<file path="src/rtl/voice_allocator_pkg.sv">
// Shared constants for the voice allocator: FSM encoding and default widths.
package voice_allocator_pkg;

    typedef enum logic {
        IDLE = 1'b0,
        EXEC = 1'b1
    } state_t;

    localparam int DEF_NOTE_W = 7;
    localparam int DEF_AGE_W  = 8;

endpackage

</file>
<file path="src/rtl/voice_allocator_slot.sv">
// One voice slot: sounding flag, note, velocity and a saturating age counter.
module voice_slot #(
    parameter int NOTE_W = 7,
    parameter int AGE_W  = 8
) (
    input  logic              clk,
    input  logic              clr,
    input  logic              ld,
    input  logic              rtg,
    input  logic              rls,
    input  logic              inc,
    input  logic [NOTE_W-1:0] note_in,
    input  logic [NOTE_W-1:0] vel_in,
    output logic              active,
    output logic [NOTE_W-1:0] note,
    output logic [NOTE_W-1:0] vel,
    output logic [AGE_W-1:0]  age
);

    localparam logic [AGE_W-1:0] AGE_MAX = {AGE_W{1'b1}};
    localparam logic [AGE_W-1:0] AGE_ONE = {{(AGE_W-1){1'b0}}, 1'b1};

    // Slot state update; load beats retrigger beats release beats ageing.
    always_ff @(posedge clk) begin
        if (clr) begin
            active <= 1'b0;
            note   <= '0;
            vel    <= '0;
            age    <= '0;
        end else if (ld) begin
            active <= 1'b1;
            note   <= note_in;
            vel    <= vel_in;
            age    <= '0;
        end else if (rtg) begin
            vel    <= vel_in;
            age    <= '0;
        end else if (rls) begin
            active <= 1'b0;
            age    <= '0;
        end else if (inc && active) begin
            age    <= (age == AGE_MAX) ? age : age + AGE_ONE;
        end else begin
            age    <= active ? age : '0;
        end
    end

endmodule

</file>
<file path="src/rtl/voice_allocator.sv">
// Polyphonic voice allocator: accepts one note event per two cycles and
// maps it onto a voice slot (retrigger, free slot, or steal the oldest).
module voice_allocator
    import voice_allocator_pkg::*;
#(
    parameter int NUM_VOICES = 4,
    parameter int NOTE_W     = DEF_NOTE_W,
    parameter int AGE_W      = DEF_AGE_W
) (
    input  logic                         clk,
    input  logic                         clr,
    input  logic                         ev_valid,
    output logic                         ev_ready,
    input  logic                         ev_on,
    input  logic [NOTE_W-1:0]            ev_note,
    input  logic [NOTE_W-1:0]            ev_vel,
    output logic [NUM_VOICES-1:0]        voice_active,
    output logic [NUM_VOICES*NOTE_W-1:0] voice_note,
    output logic [NUM_VOICES*NOTE_W-1:0] voice_vel,
    output logic [NUM_VOICES-1:0]        voice_trig,
    output logic [NUM_VOICES-1:0]        voice_rel
);

    localparam logic [NUM_VOICES-1:0] ONE_HOT0 = {{(NUM_VOICES-1){1'b0}}, 1'b1};

    state_t                state_r;
    logic                  on_r;
    logic [NOTE_W-1:0]     note_r;
    logic [NOTE_W-1:0]     vel_r;
    logic [NUM_VOICES-1:0] trig_r;
    logic [NUM_VOICES-1:0] rel_r;

    logic [NOTE_W-1:0]     note_s [NUM_VOICES];
    logic [NOTE_W-1:0]     vel_s  [NUM_VOICES];
    logic [AGE_W-1:0]      age_s  [NUM_VOICES];
    logic [NUM_VOICES-1:0] act_s;

    logic [NUM_VOICES-1:0] match_oh_s;
    logic                  match_found_s;
    logic [NUM_VOICES-1:0] free_oh_s;
    logic                  free_found_s;
    logic [NUM_VOICES-1:0] old_oh_s;
    logic [AGE_W-1:0]      best_age_s;
    logic [NUM_VOICES-1:0] ld_s;
    logic [NUM_VOICES-1:0] rtg_s;
    logic [NUM_VOICES-1:0] rls_s;
    logic [NUM_VOICES-1:0] inc_s;

    assign ev_ready     = (state_r == IDLE);
    assign voice_active = act_s;
    assign voice_trig   = trig_r;
    assign voice_rel    = rel_r;

    // Control FSM, event latch and registered trigger/release pulses.
    always_ff @(posedge clk) begin
        if (clr) begin
            state_r <= IDLE;
            on_r    <= 1'b0;
            note_r  <= '0;
            vel_r   <= '0;
            trig_r  <= '0;
            rel_r   <= '0;
        end else begin
            trig_r <= ld_s | rtg_s;
            rel_r  <= rls_s;
            case (state_r)
                IDLE: begin
                    if (ev_valid) begin
                        state_r <= EXEC;
                        on_r    <= ev_on && (ev_vel != '0);
                        note_r  <= ev_note;
                        vel_r   <= ev_vel;
                    end else begin
                        state_r <= IDLE;
                    end
                end
                EXEC:    state_r <= IDLE;
                default: state_r <= IDLE;
            endcase
        end
    end

    // Priority searches: lowest-index note match, lowest-index free slot,
    // and oldest active voice with ties resolved toward the lower index.
    always_comb begin
        match_oh_s    = '0;
        match_found_s = 1'b0;
        free_oh_s     = '0;
        free_found_s  = 1'b0;
        old_oh_s      = ONE_HOT0;
        best_age_s    = age_s[0];
        for (int i = 0; i < NUM_VOICES; i++) begin
            match_oh_s[i] = !match_found_s && act_s[i] && (note_s[i] == note_r);
            match_found_s = match_found_s || match_oh_s[i];
            free_oh_s[i]  = !free_found_s && !act_s[i];
            free_found_s  = free_found_s || free_oh_s[i];
        end
        for (int i = 1; i < NUM_VOICES; i++) begin
            old_oh_s   = (age_s[i] > best_age_s) ? (ONE_HOT0 << i) : old_oh_s;
            best_age_s = (age_s[i] > best_age_s) ? age_s[i] : best_age_s;
        end
    end

    // Per-slot control strobes for the executing event.
    always_comb begin
        ld_s  = '0;
        rtg_s = '0;
        rls_s = '0;
        if (state_r == EXEC) begin
            if (on_r) begin
                if (match_found_s) begin
                    rtg_s = match_oh_s;
                end else if (free_found_s) begin
                    ld_s = free_oh_s;
                end else begin
                    ld_s = old_oh_s;
                end
            end else begin
                rls_s = match_oh_s;
            end
        end else begin
            rls_s = '0;
        end
        inc_s = ((state_r == EXEC) && on_r) ? ~(ld_s | rtg_s) : '0;
    end

    for (genvar g = 0; g < NUM_VOICES; g++) begin : g_slot
        voice_slot #(
            .NOTE_W (NOTE_W),
            .AGE_W  (AGE_W)
        ) u_slot (
            .clk     (clk),
            .clr     (clr),
            .ld      (ld_s[g]),
            .rtg     (rtg_s[g]),
            .rls     (rls_s[g]),
            .inc     (inc_s[g]),
            .note_in (note_r),
            .vel_in  (vel_r),
            .active  (act_s[g]),
            .note    (note_s[g]),
            .vel     (vel_s[g]),
            .age     (age_s[g])
        );
        assign voice_note[g*NOTE_W +: NOTE_W] = note_s[g];
        assign voice_vel[g*NOTE_W +: NOTE_W]  = vel_s[g];
    end

endmodule

</file>
<file path="config.mk">
export PLATFORM = sky130hd
export DESIGN_NAME = voice_allocator
export DESIGN_NICKNAME = d
export VERILOG_FILES = /design/src/rtl/voice_allocator_pkg.sv /design/src/rtl/voice_allocator_slot.sv /design/src/rtl/voice_allocator.sv
export SDC_FILE = /design/constraint.sdc
export NUM_CORES = 1
export LEC_CHECK = 0
export ABC_AREA = 1
export BUFFER_PORTS_ARGS = -buffer_cell sky130_fd_sc_hd__buf_4
export CAP_MARGIN = 20
export CORE_UTILIZATION = 58
export DETAILED_ROUTE_END_ITERATION = 8
export GPL_ROUTABILITY_DRIVEN = 0
export GPL_TIMING_DRIVEN = 1
export PLACE_DENSITY = 0.8
export SLEW_MARGIN = 15
export SYNTH_ARGS = -nofsm -noshare
export SYNTH_HDL_FRONTEND = slang
export SYNTH_SLANG_ARGS = --single-unit
</file>
<file path="constraint.sdc">
create_clock -name clk -period 5.31 [get_ports clk]
set_clock_uncertainty 0.1 [all_clocks]
set_input_delay 0.531 -clock clk [delete_from_list [all_inputs] [get_ports clk]]
set_output_delay 0.531 -clock clk [all_outputs]
set_load 0.02 [all_outputs]
</file>
Word-level counts from Yosys, hierarchy flattened

Index checks and enable logic that the tools add are counted.
W data, S select, Z words.

Word-level logic and storage cells: 154
Output and inout bits: 69
Bits of input ports: 18
Bits in registers: 116

Multiplexer cells: 49
Equality and inequality tests: 20
Reduce and logical (&&, ||, !) cells: 53
Bitwise logic cells: 3
Order comparisons: 3
Add/subtract/negate cells: 4

Operators by type and width:

| cell                  | count |
|---|---|
| $mux W8               | 14 |
| $mux W7               | 8 |
| $mux W4               | 11 |
| $add A8 B1 Y8 const B | 4 |
| $eq A8 B8 Y1 const B  | 4 |
| $eq A7 B7 Y1          | 4 |
| $gt A8 B8 Y1          | 3 |
| $ne A2 B2 Y1 const B  | 12 |
| $reduce_and A2 Y1     | 9 |
| $logic_and A1 B1 Y1   | 16 |
| $reduce_bool A2 Y1    | 8 |
| $reduce_or A4 Y1      | 4 |
| $mux W1               | 13 |
| $logic_not A1 Y1      | 9 |
| $reduce_bool A7 Y1    | 1 |
| $logic_or A1 B1 Y1    | 6 |
| $not A4 Y4            | 1 |
| $or A4 B4 Y4          | 1 |
| $mux W3               | 1 |
| $mux W2               | 1 |
| $pmux W1 S2           | 1 |
| $not A1 Y1            | 1 |

Depth between registers and ports, before layout

Gate-level depths: netlist (run 1).

Depth after elaboration: 23
Gate-level depth with buffers: 44
Mapped depth without buffers: 41

Cells and area by module

From an unflattened synthesis (run 1), not the netlist that was laid out.

Cells, all modules: 1,000
Area, all modules: 6,570.1 µm²

By module, submodules not included:

| module          | area each (µm²) | seq. area each (µm²) | cells each | times used |
|---|---|---|---|---|
| voice_slot      | 1,011.0         | 460.4                | 140        | 4 |
| voice_allocator | 2,526.2         | 480.5                | 440        | 1 |

Least setup slack after synthesis (run 1)

No wires, ideal clock.

Path kind: register -> register
Start point: register g_slot[0].u_slot.age[7]
End point: register g_slot[2].u_slot.age[5]
Cell stages (with the launch flop): 31
Arrival: 4.161 ns
Library setup time: 0.110 ns
Buffers on the path: 3
Data required time: 5.100 ns
Period minus slack after synthesis: 4.371 ns
Setup slack: 0.939 ns
Cells stage by stage: dfxtp_1 > inv_1 > ha_1 > a21o_1 > nor2_1 > nand2_1 > nand2_1 > clkbuf_1 > o21ai_0 > ha_1 > a21o_1 > nor2_1 > nand2_1 > nand2_1 > clkbuf_1 > o21ai_0 > ha_1 > a21o_1 > nor2_1 > nand2_1 > nand2_1 > nand2_1 > o21bai_1 > nand2_4 > buf_6 > nand2_8 > inv_2 > nand3b_1 > nand2_1 > nand2_1 > nor2_1

Word-level cells in the longest chain between the ends: 16
Elaborated cells between the ends (all ways): 20
Classes of those cells: 3 x order compare; 2 x eq/ne; 10 x mux; 2 x bitwise; 3 x reduce/logical

RTL lines:

| what                               | line                                          | source |
|---|---|---|
| from (decl)                        | voice_allocator_slot.sv:17                    | `output logic [AGE_W-1:0] age` |
| from (signal assigned)             | voice_allocator_slot.sv:42                    | `age <= (age == AGE_MAX) ? age : age + AGE_ONE;` |
| from (signal assigned)             | voice_allocator_slot.sv:44                    | `age <= active ? age : '0;` |
| $gt A8 B8 Y1                       | voice_allocator.sv:100                        | `best_age_s = (age_s[i] > best_age_s) ? age_s[i] : best_age_s;` |
| $mux W8 *                          | voice_allocator.sv:100                        |  |
| $gt A8 B8 Y1                       | voice_allocator.sv:99, voice_allocator.sv:100 |  |
| $mux W8                            | voice_allocator.sv:100                        |  |
| $gt A8 B8 Y1                       | n/a                                           |  |
| $mux W4 *                          | voice_allocator.sv:99                         | `old_oh_s = (age_s[i] > best_age_s) ? (ONE_HOT0 << i) : old_oh_s;` |
| $mux W4 *                          | voice_allocator.sv:113                        | `end else if (free_found_s) begin` |
| $mux W4 *                          | voice_allocator.sv:111                        | `if (match_found_s) begin` |
| $mux W4 *                          | voice_allocator.sv:110                        | `if (on_r) begin` |
| $mux W4 *                          | voice_allocator.sv:109                        | `if (state_r == EXEC) begin` |
| $or A4 B4 Y4                       | voice_allocator.sv:124                        | `inc_s = ((state_r == EXEC) && on_r) ? ~(ld_s \| rtg_s) : '0;` |
| $not A4 Y4                         | voice_allocator.sv:124                        |  |
| $mux W4                            | voice_allocator.sv:124                        |  |
| $logic_and A1 B1 Y1                | voice_allocator_slot.sv:41                    | `end else if (inc && active) begin` |
| $ne A2 B2 Y1 (no source line)      | n/a                                           |  |
| $reduce_and A2 Y1 (no source line) | n/a                                           |  |
| to (signal assigned)               | voice_allocator_slot.sv:42                    |  |
| to (signal assigned)               | voice_allocator_slot.sv:44                    |  |
| to (decl)                          | voice_allocator_slot.sv:17                    |  |

Mark *: on every way between the ends. The rest lies on a longest branch, timed or not.
A chain may end at the register's enable or synchronous reset.

Worst setup path in the final report (run 1)

Start point: register g_slot[0].u_slot.age[6]
End point: register g_slot[0].u_slot.age[4]

Word-level cells in the longest chain between the ends: 16
Elaborated cells between the ends (all ways): 22
Classes of those cells: 3 x order compare; 3 x eq/ne; 11 x mux; 2 x bitwise; 3 x reduce/logical

RTL lines:

| what                               | line |
|---|---|
| $gt A8 B8 Y1                       | voice_allocator.sv:99, voice_allocator.sv:100 |
| $mux W8                            | voice_allocator.sv:100 |
| $gt A8 B8 Y1                       | voice_allocator.sv:99, voice_allocator.sv:100 |
| $mux W8                            | voice_allocator.sv:100 |
| $gt A8 B8 Y1                       | n/a |
| $mux W4                            | voice_allocator.sv:99 |
| $mux W4                            | voice_allocator.sv:113 |
| $mux W4                            | voice_allocator.sv:111 |
| $mux W4                            | voice_allocator.sv:110 |
| $mux W4                            | voice_allocator.sv:109 |
| $or A4 B4 Y4                       | voice_allocator.sv:124 |
| $not A4 Y4                         | voice_allocator.sv:124 |
| $mux W4                            | voice_allocator.sv:124 |
| $logic_and A1 B1 Y1                | voice_allocator_slot.sv:41 |
| $ne A2 B2 Y1 (no source line)      | n/a |
| $reduce_and A2 Y1 (no source line) | n/a |

Parallel ways exist; a longest one is shown, timed or not.

==> results of run 1 <==
[kinds of logic after synthesis]
kind of cell / count (synthesis) / share of synthesized area [%]
simple gates: 371 / 27.81
flops: 116 / 37.03
fa+ha+maj: 28 / 5.587
xor+xnor: 22 / 3.073
buf+inv: 142 / 9.996
compound gates: 201 / 16.50
[synthesized netlist by cell type (2+ instances only)]
| cell | number |
|---|---|
| nand3_1 | 45 |
| nor2_1 | 94 |
| a21o_1 | 3 |
| inv_1 | 94 |
| inv_2 | 11 |
| buf_4 | 9 |
| ha_1 | 28 |
| nor4_1 | 2 |
| nand4_4 | 3 |
| nand3_2 | 3 |
| o21ai_0 | 89 |
| xor2_1 | 19 |
| nand3b_1 | 6 |
| a21oi_1 | 95 |
| dfxtp_1 | 116 |
| inv_4 | 3 |
| clkbuf_1 | 16 |
| nand2_1 | 171 |
| nand2_2 | 7 |
| nor2_2 | 5 |
| buf_6 | 5 |
| nor3_1 | 7 |
| nand2_4 | 4 |
| o22ai_1 | 4 |
| nor2_4 | 4 |
| or2_2 | 3 |
| xnor2_1 | 3 |
| o21ai_1 | 5 |
| nand4_1 | 11 |
| buf_2 | 3 |
[worst register-to-register path: cells and delay by family, from the launching register on]
kind            cells  cell delay [ns]
compound gates      4             0.70
fa+ha+maj           3             0.93
buf+inv             2             0.24
flops               1             0.38
simple gates       21             2.40
[flip-flops by register name, summed over array words and instances, names as in the netlist]
signal                cells
voice_trig                4
g_slot.u_slot.age        32
vel_r                     7
voice_rel                 4
state_r                   1
note_r                    7
on_r                      1
g_slot.u_slot.note       28
g_slot.u_slot.active      4
g_slot.u_slot.vel        28
[metal layers]
layer / GRT usage [%] / share of wire, % / up-vias
li1: - / - / 3017
met1: 38.59 / 46 / 2705
met2: 46.41 / 46 / 178
met3: 6.254 / 5.6 / 25
met4: 10.71 / 1.7 / 0
met5: 0 / 0 / -
[where the power goes]
| part | internal [mW] | switching (mW) |
|---|---|---|
| clock | 0.746 | 0.432 |
| sequential | 0.885 | 0.0160 |
| combinational | 0.0853 | 0.165 |
[per-stage QoR]
step | utilization (%) | setup WS (ns) | cell area (um2) | power (mW) | hold slack [ns]
after detailed placement | 66.05 | 0.3023 | 6880 | 1.162 | 0.3776
after global placement | 66.05 | 0.3171 | 6880 | 1.159 | 0.3783
after CTS | 71.93 | 0.2395 | 7492 | 2.332 | 0.1776
after floorplan | - | 0.9394 | 6271 | 1.103 | 0.3594
after global routing | 71.98 | 0.02322 | 7497 | 2.417 | 0.2045
final | 71.98 | 0.5091 | 7497 | 2.329 | 0.1925
[area by class of cell]
cell class	count	share of cell area, %
tap	136	2.270
clock buffer	19	5.891
clock inverter	13	2.270
multi-input combinational	622	44.38
sequential	116	30.97
inverter	108	5.507
timing repair buffer	87	8.712
[final timing paths]
kind	startpoint	end	slack [ns]	depth (start not counted)
worst max register to register	g_slot[0].u_slot.age[6]	g_slot[0].u_slot.age[4]	0.51	30
worst max-delay path	g_slot[0].u_slot.age[6]	g_slot[0].u_slot.age[4]	0.51	30
worst min register to register	g_slot[1].u_slot.note[2]	g_slot[1].u_slot.note[2]	0.39	2
worst min-delay path	ev_note[6]	note_r[6]	0.19	3
[what timing repair did]
| action | in CTS | in global routing |
|---|---|---|
| setup buffers | 0 | 0 |
| endpoints found under the setup margin | 0 | 63 |
| hold buffers | 0 | 0 |
| hold endpoints to repair | 0 | 0 |
| resized for setup | 0 | 3 |
==> key figures, run 1 <==
Status
  • Status: completed

Clock network
  • Clock buffer depth: 2
  • Root Buffer: clkbuf_8
  • TritonCTS clock tree: done
  • H-Tree Depth: 4
  • Clock latency on the worst-skew pair: 0.52 ns
  • Clk sinks: 116
  • Clk slew on worst S/H paths: 0.06 ns
  • TritonCTS Buffers: 17

Power and ir drop
  • Static leakage: 3.459 nW
  • PwrDens: 310.7 nW/um2
  • Max rail drop VDD: 0.2301 mV

Routing
  • Avg Vias per Cell: 5.381
  • Vias: 5,925
  • Detailed-route DRC error count: 0
  • First-pass detailed-route iteration total: 6
  • Drt wl/cell: 14.17 um
  • Drt total wl: 15.60 mm
  • Antenna-violating nets left: 0
  • Drt initial violations: 385

Finish
  • Final nets: 998
  • Commonest non-fill, non-tap cell in the layout: nand2_1
  • Non-Filler Instances: 1,101
  • Synth-to-Final Area Change: 19.55%
  • Area of the multi-input gates: 3327 um2
  • Ant. Diodes: 0
  • Most frequent cells in the layout: nand2_1, dfxtp_1, a21oi_1, inv_1, nor2_1
  • FF+latch area: 2322 um2
  • Share of cells above drive strength 1: 17.51%
  • Fill cells: 856

Synthesis
  • Cell Area, Synth: 6271 um2
  • Synth async-reset ratio: 0%
  • Post-synthesis sequential area ratio: 37.03%
  • Syn_area_per_cell: 7.126 um2
  • Count of cell types in the netlist: 42
  • Syn_nets: 926
  • #FFs+latches synth: 116
  • Post-Synthesis Cells: 880
  • Area share of the largest cell type after synthesis: 37.03%
  • Synth Flop Type: dfxtp_1
  • Top cells by area, synth: dfxtp_1, nand2_1, a21oi_1
  • Synth warnings: 0
  • Post-synth EDFFs: 0
  • Yosys top cell by area: dfxtp_1

Timing
  • Final Max Tran Viols: 0
  • Final setup TNS: 0 ns
  • Rel. slew slack: 41.71%
  • Final setup viols: 0
  • Worst-Margin Slew: 0.8723 ns
  • Period utilization: 90.41%
  • Fin crit period: 4.801 ns
  • Peak Freq: 0.2083 GHz
  • Final hold vios: 0
  • Unrepaired setup endpoints after global routing: no

Setup path
  • WP data arrival: 5.16 ns
  • Setup crit start kind: flop
  • Most frequent CP cell: nand2_1
  • WP data required: 5.67 ns
  • Setup CP Type: reg -> reg
  • Crit end category: flop
  • Crit-path max FO: 19
  • Top Family by Delay on Critical Path: simple AND/OR/NAND/NOR gates
  • CP bufs+invs: 2
  • Slowest-stage cell, CP: dfxtp_1
  • CP peak stage delay: 0.38 ns

Floorplanning
  • Initial Utilization: 60.20%
  • Top-level port count: 87
  • Core Area: 10,420 um2
  • Die height: 106.0 um
  • Row count: 37
  • Die area: 11,230 um2
  • Die width: 106.0 um

Place
  • I/O Buffers: 86
  • DPL Wire Length: 11.11 mm
  • Placed cells: 1,069

Min path
  • Worst Hold Class: in -> reg

Global routing
  • All-layer global routing usage: 29.08%
  • Gr ovfl total: 0
  • Antenna violations before repair: 0
  • Largest net degree at the start of global routing: 51
  • Vias in the first global route: 5,479
  • First-pass GRT wire length: 26.23 mm

Run
  • Max-Cap Viols: 0
No activity file was read; power rests on OpenSTA's default activity.
==> run 2, diff against run 1 <==
clock period = 4.9 ns   (was 5.31 ns; I/O delays follow)
==> run 2 against run 1 <==
Core utilization up 1.5 points; via count up 4.1%; critical endpoint unchanged; largest power group unchanged; total power rose by 8.6%; highest routed layer unchanged; clock power grew 8%; sequential power up 8.4%; non-clock buffer count grew 16; clock-buffer cell count decreased by 2; final area grew 2.2%; combinational power increased by 12%; first-iteration DRC count is 18% higher; largest cell class unchanged; global-route usage up 0.84 points.
==> key figures, run 2 (synthesis results as in run 1) <==
Status
  • Status: completed

Run
  • Max-Cap Viols: 0 (unchanged)

Finish
  • Commonest non-fill, non-tap cell in the layout: nand2_1
  • Most frequent cells in the layout: nand2_1, dfxtp_1, buf_4, a21oi_1
  • Largest Register: g_slot.u_slot.age
  • Ant. Diodes: 0 (unchanged)
  • Largest regs: g_slot.u_slot.age (32), g_slot.u_slot.note (28), g_slot.u_slot.vel (28)
  • Final nets: 1,016 (+1.8%)
  • Share of cells above drive strength 1: 19.23% (+1.7 points)
  • Fill cells: 825 (-3.6%)
  • Max reg flops: 32 (unchanged)
  • Synth-to-Final Area Change: 22.13%

Place
  • DPL Wire Length: 11.54 mm (+3.9%)
  • I/O Buffers: 86 (unchanged)
  • Worst slack, placed: 0.1070 ns (-0.1953 ns)

Global routing
  • First-pass GRT wire length: 26.92 mm (+2.6%)
  • Largest net degree at the start of global routing: 50 (-2.0%)
  • Gr ovfl total: 0 (unchanged)
  • Vias in the first global route: 5,647 (+3.1%)
  • All-layer global routing usage: 29.92% (+0.84 points)
  • Antenna violations before repair: 0 (unchanged)

Routing
  • Avg Vias per Cell: 5.514 (+2.5%)
  • Drt initial violations: 455 (+18%)
  • First-pass detailed-route iteration total: 8 (+2)
  • Drt wl/cell: 14.77 um (+4.3%)
  • Vias: 6,170 (+4.1%)
  • Detailed-route DRC error count: 0 (unchanged)
  • Antenna-violating nets left: 0 (unchanged)
  • Drt total wl: 16.53 mm (+6.0%)

Floorplanning
  • Die width: 106.0 um (unchanged)
  • Row count: 37 (unchanged)
  • Initial Utilization: 60.20% (unchanged)
  • Core Area: 10,420 um2 (unchanged)
  • Top-level port count: 87 (unchanged)
  • Die height: 106.0 um (unchanged)
  • Die area: 11,230 um2 (unchanged)

Clock network
  • TritonCTS clock tree: done
  • Root Buffer: clkbuf_8
  • Clock buffer depth: 2 (unchanged)
  • H-Tree Depth: 4 (unchanged)
  • Clk sinks: 116 (unchanged)
  • Clk slew on worst S/H paths: 0.06 ns (about the same)
  • TritonCTS Buffers: 17 (unchanged)
  • Clock latency on the worst-skew pair: 0.52 ns (about the same)

Timing
  • Final hold vios: 0 (unchanged)
  • Worst-Margin Slew: 0.8857 ns (+0.01339 ns)
  • Period utilization: 90.26% (-0.16 points)
  • Final Max Tran Viols: 0 (unchanged)
  • Rel. slew slack: 40.81% (-0.90 points)
  • Unrepaired setup endpoints after global routing: no
  • Final setup viols: 0 (unchanged)
  • Hold slack final: 0.1478 ns (-0.04469 ns)
  • Final WS setup: 0.4775 ns (-0.03166 ns)
  • Peak Freq: 0.2261 GHz (+8.6%)
  • Final setup TNS: 0 ns (unchanged)
  • Fin crit period: 4.423 ns (-0.3783 ns)

Setup path
  • WP data required: 5.24 ns (-0.43 ns)
  • Setup crit start kind: flop
  • Crit end category: flop
  • WP data arrival: 4.76 ns (-0.40 ns)
  • Slowest-stage cell, CP: dfxtp_1
  • CP peak stage delay: 0.36 ns (-0.02 ns)
  • R2R setup slack: 0.48 ns (-0.03 ns)
  • Most frequent CP cell: nand2_1
  • Crit-path max FO: 19 (unchanged)
  • Setup CP Type: reg -> reg

Power and ir drop
  • Total Power: 2.530 mW (+8.6%)
  • PwrDens: 330.3 nW/um2 (+6.3%)
  • Static leakage: 3.548 nW (+2.6%)
  • Max rail drop VDD: 0.2417 mV (+5.1%)

Min path
  • Worst Hold Class: in -> reg
## run 2: repair_timing
| action | 4_1_cts | 5_1_grt |
|---|---|---|
| resized for setup | 0 | 14 |
| endpoints found under the setup margin | 0 | 90 |
| hold buffers | 0 | 0 |
| buffers inserted | 0 | 5 |
## run 2: worst paths after layout
path	start	endpoint	depth (start not counted)
hold / removal	ev_note[4]	note_r[4]	3
hold reg to reg	g_slot[1].u_slot.note[2]	g_slot[1].u_slot.note[2]	2
setup reg to reg	g_slot[0].u_slot.age[7]	g_slot[0].u_slot.age[4]	33
setup / recovery	g_slot[0].u_slot.age[7]	g_slot[0].u_slot.age[4]	33
## run 2: metrics by stage
step	cells	util [%]	area, um2
finish	1119	73.53	7659
global route	1119	73.53	7659
CTS	1112	72.66	7569
detailed placement	1080	66.85	6963
global placement	1080	66.85	6963
floorplan	880	-	6271
## run 2: routing by layer
metal	vias up	share of wire (%)	global-route usage, %
met5	-	0	0
met4	0	1.7	8.333
met2	232	48	48.79
li1	3053	-	-
met3	35	7.4	8.093
met1	2850	43	38.86
## run 2: cell type report
cell class              count  area [um2]  share of cell area [%]
well taps                 136       170.2                   2.222
multi-input cells         624        3362                   43.90
inverters                 108       412.9                   5.391
flip-flops and latches    116        2322                   30.32
clock buffers              17       414.1                   5.408
repair buffers            103       785.8                   10.26
clock inverters            15       191.4                   2.500
## run 2: power by group
part,internal (mW),switching (mW)
registers,0.959,0.0180
logic,0.101,0.181
clock network,0.787,0.484
## run 2: critical path: cells and delay by family, from the launching register on
family                     cells  cell delay [ns]
adders and majority gates      3             0.94
buffers and inverters          6             0.78
DFF                            1             0.36
and+or+nand+nor               20             1.59
AOI/OAI and AO/OA              4             0.55
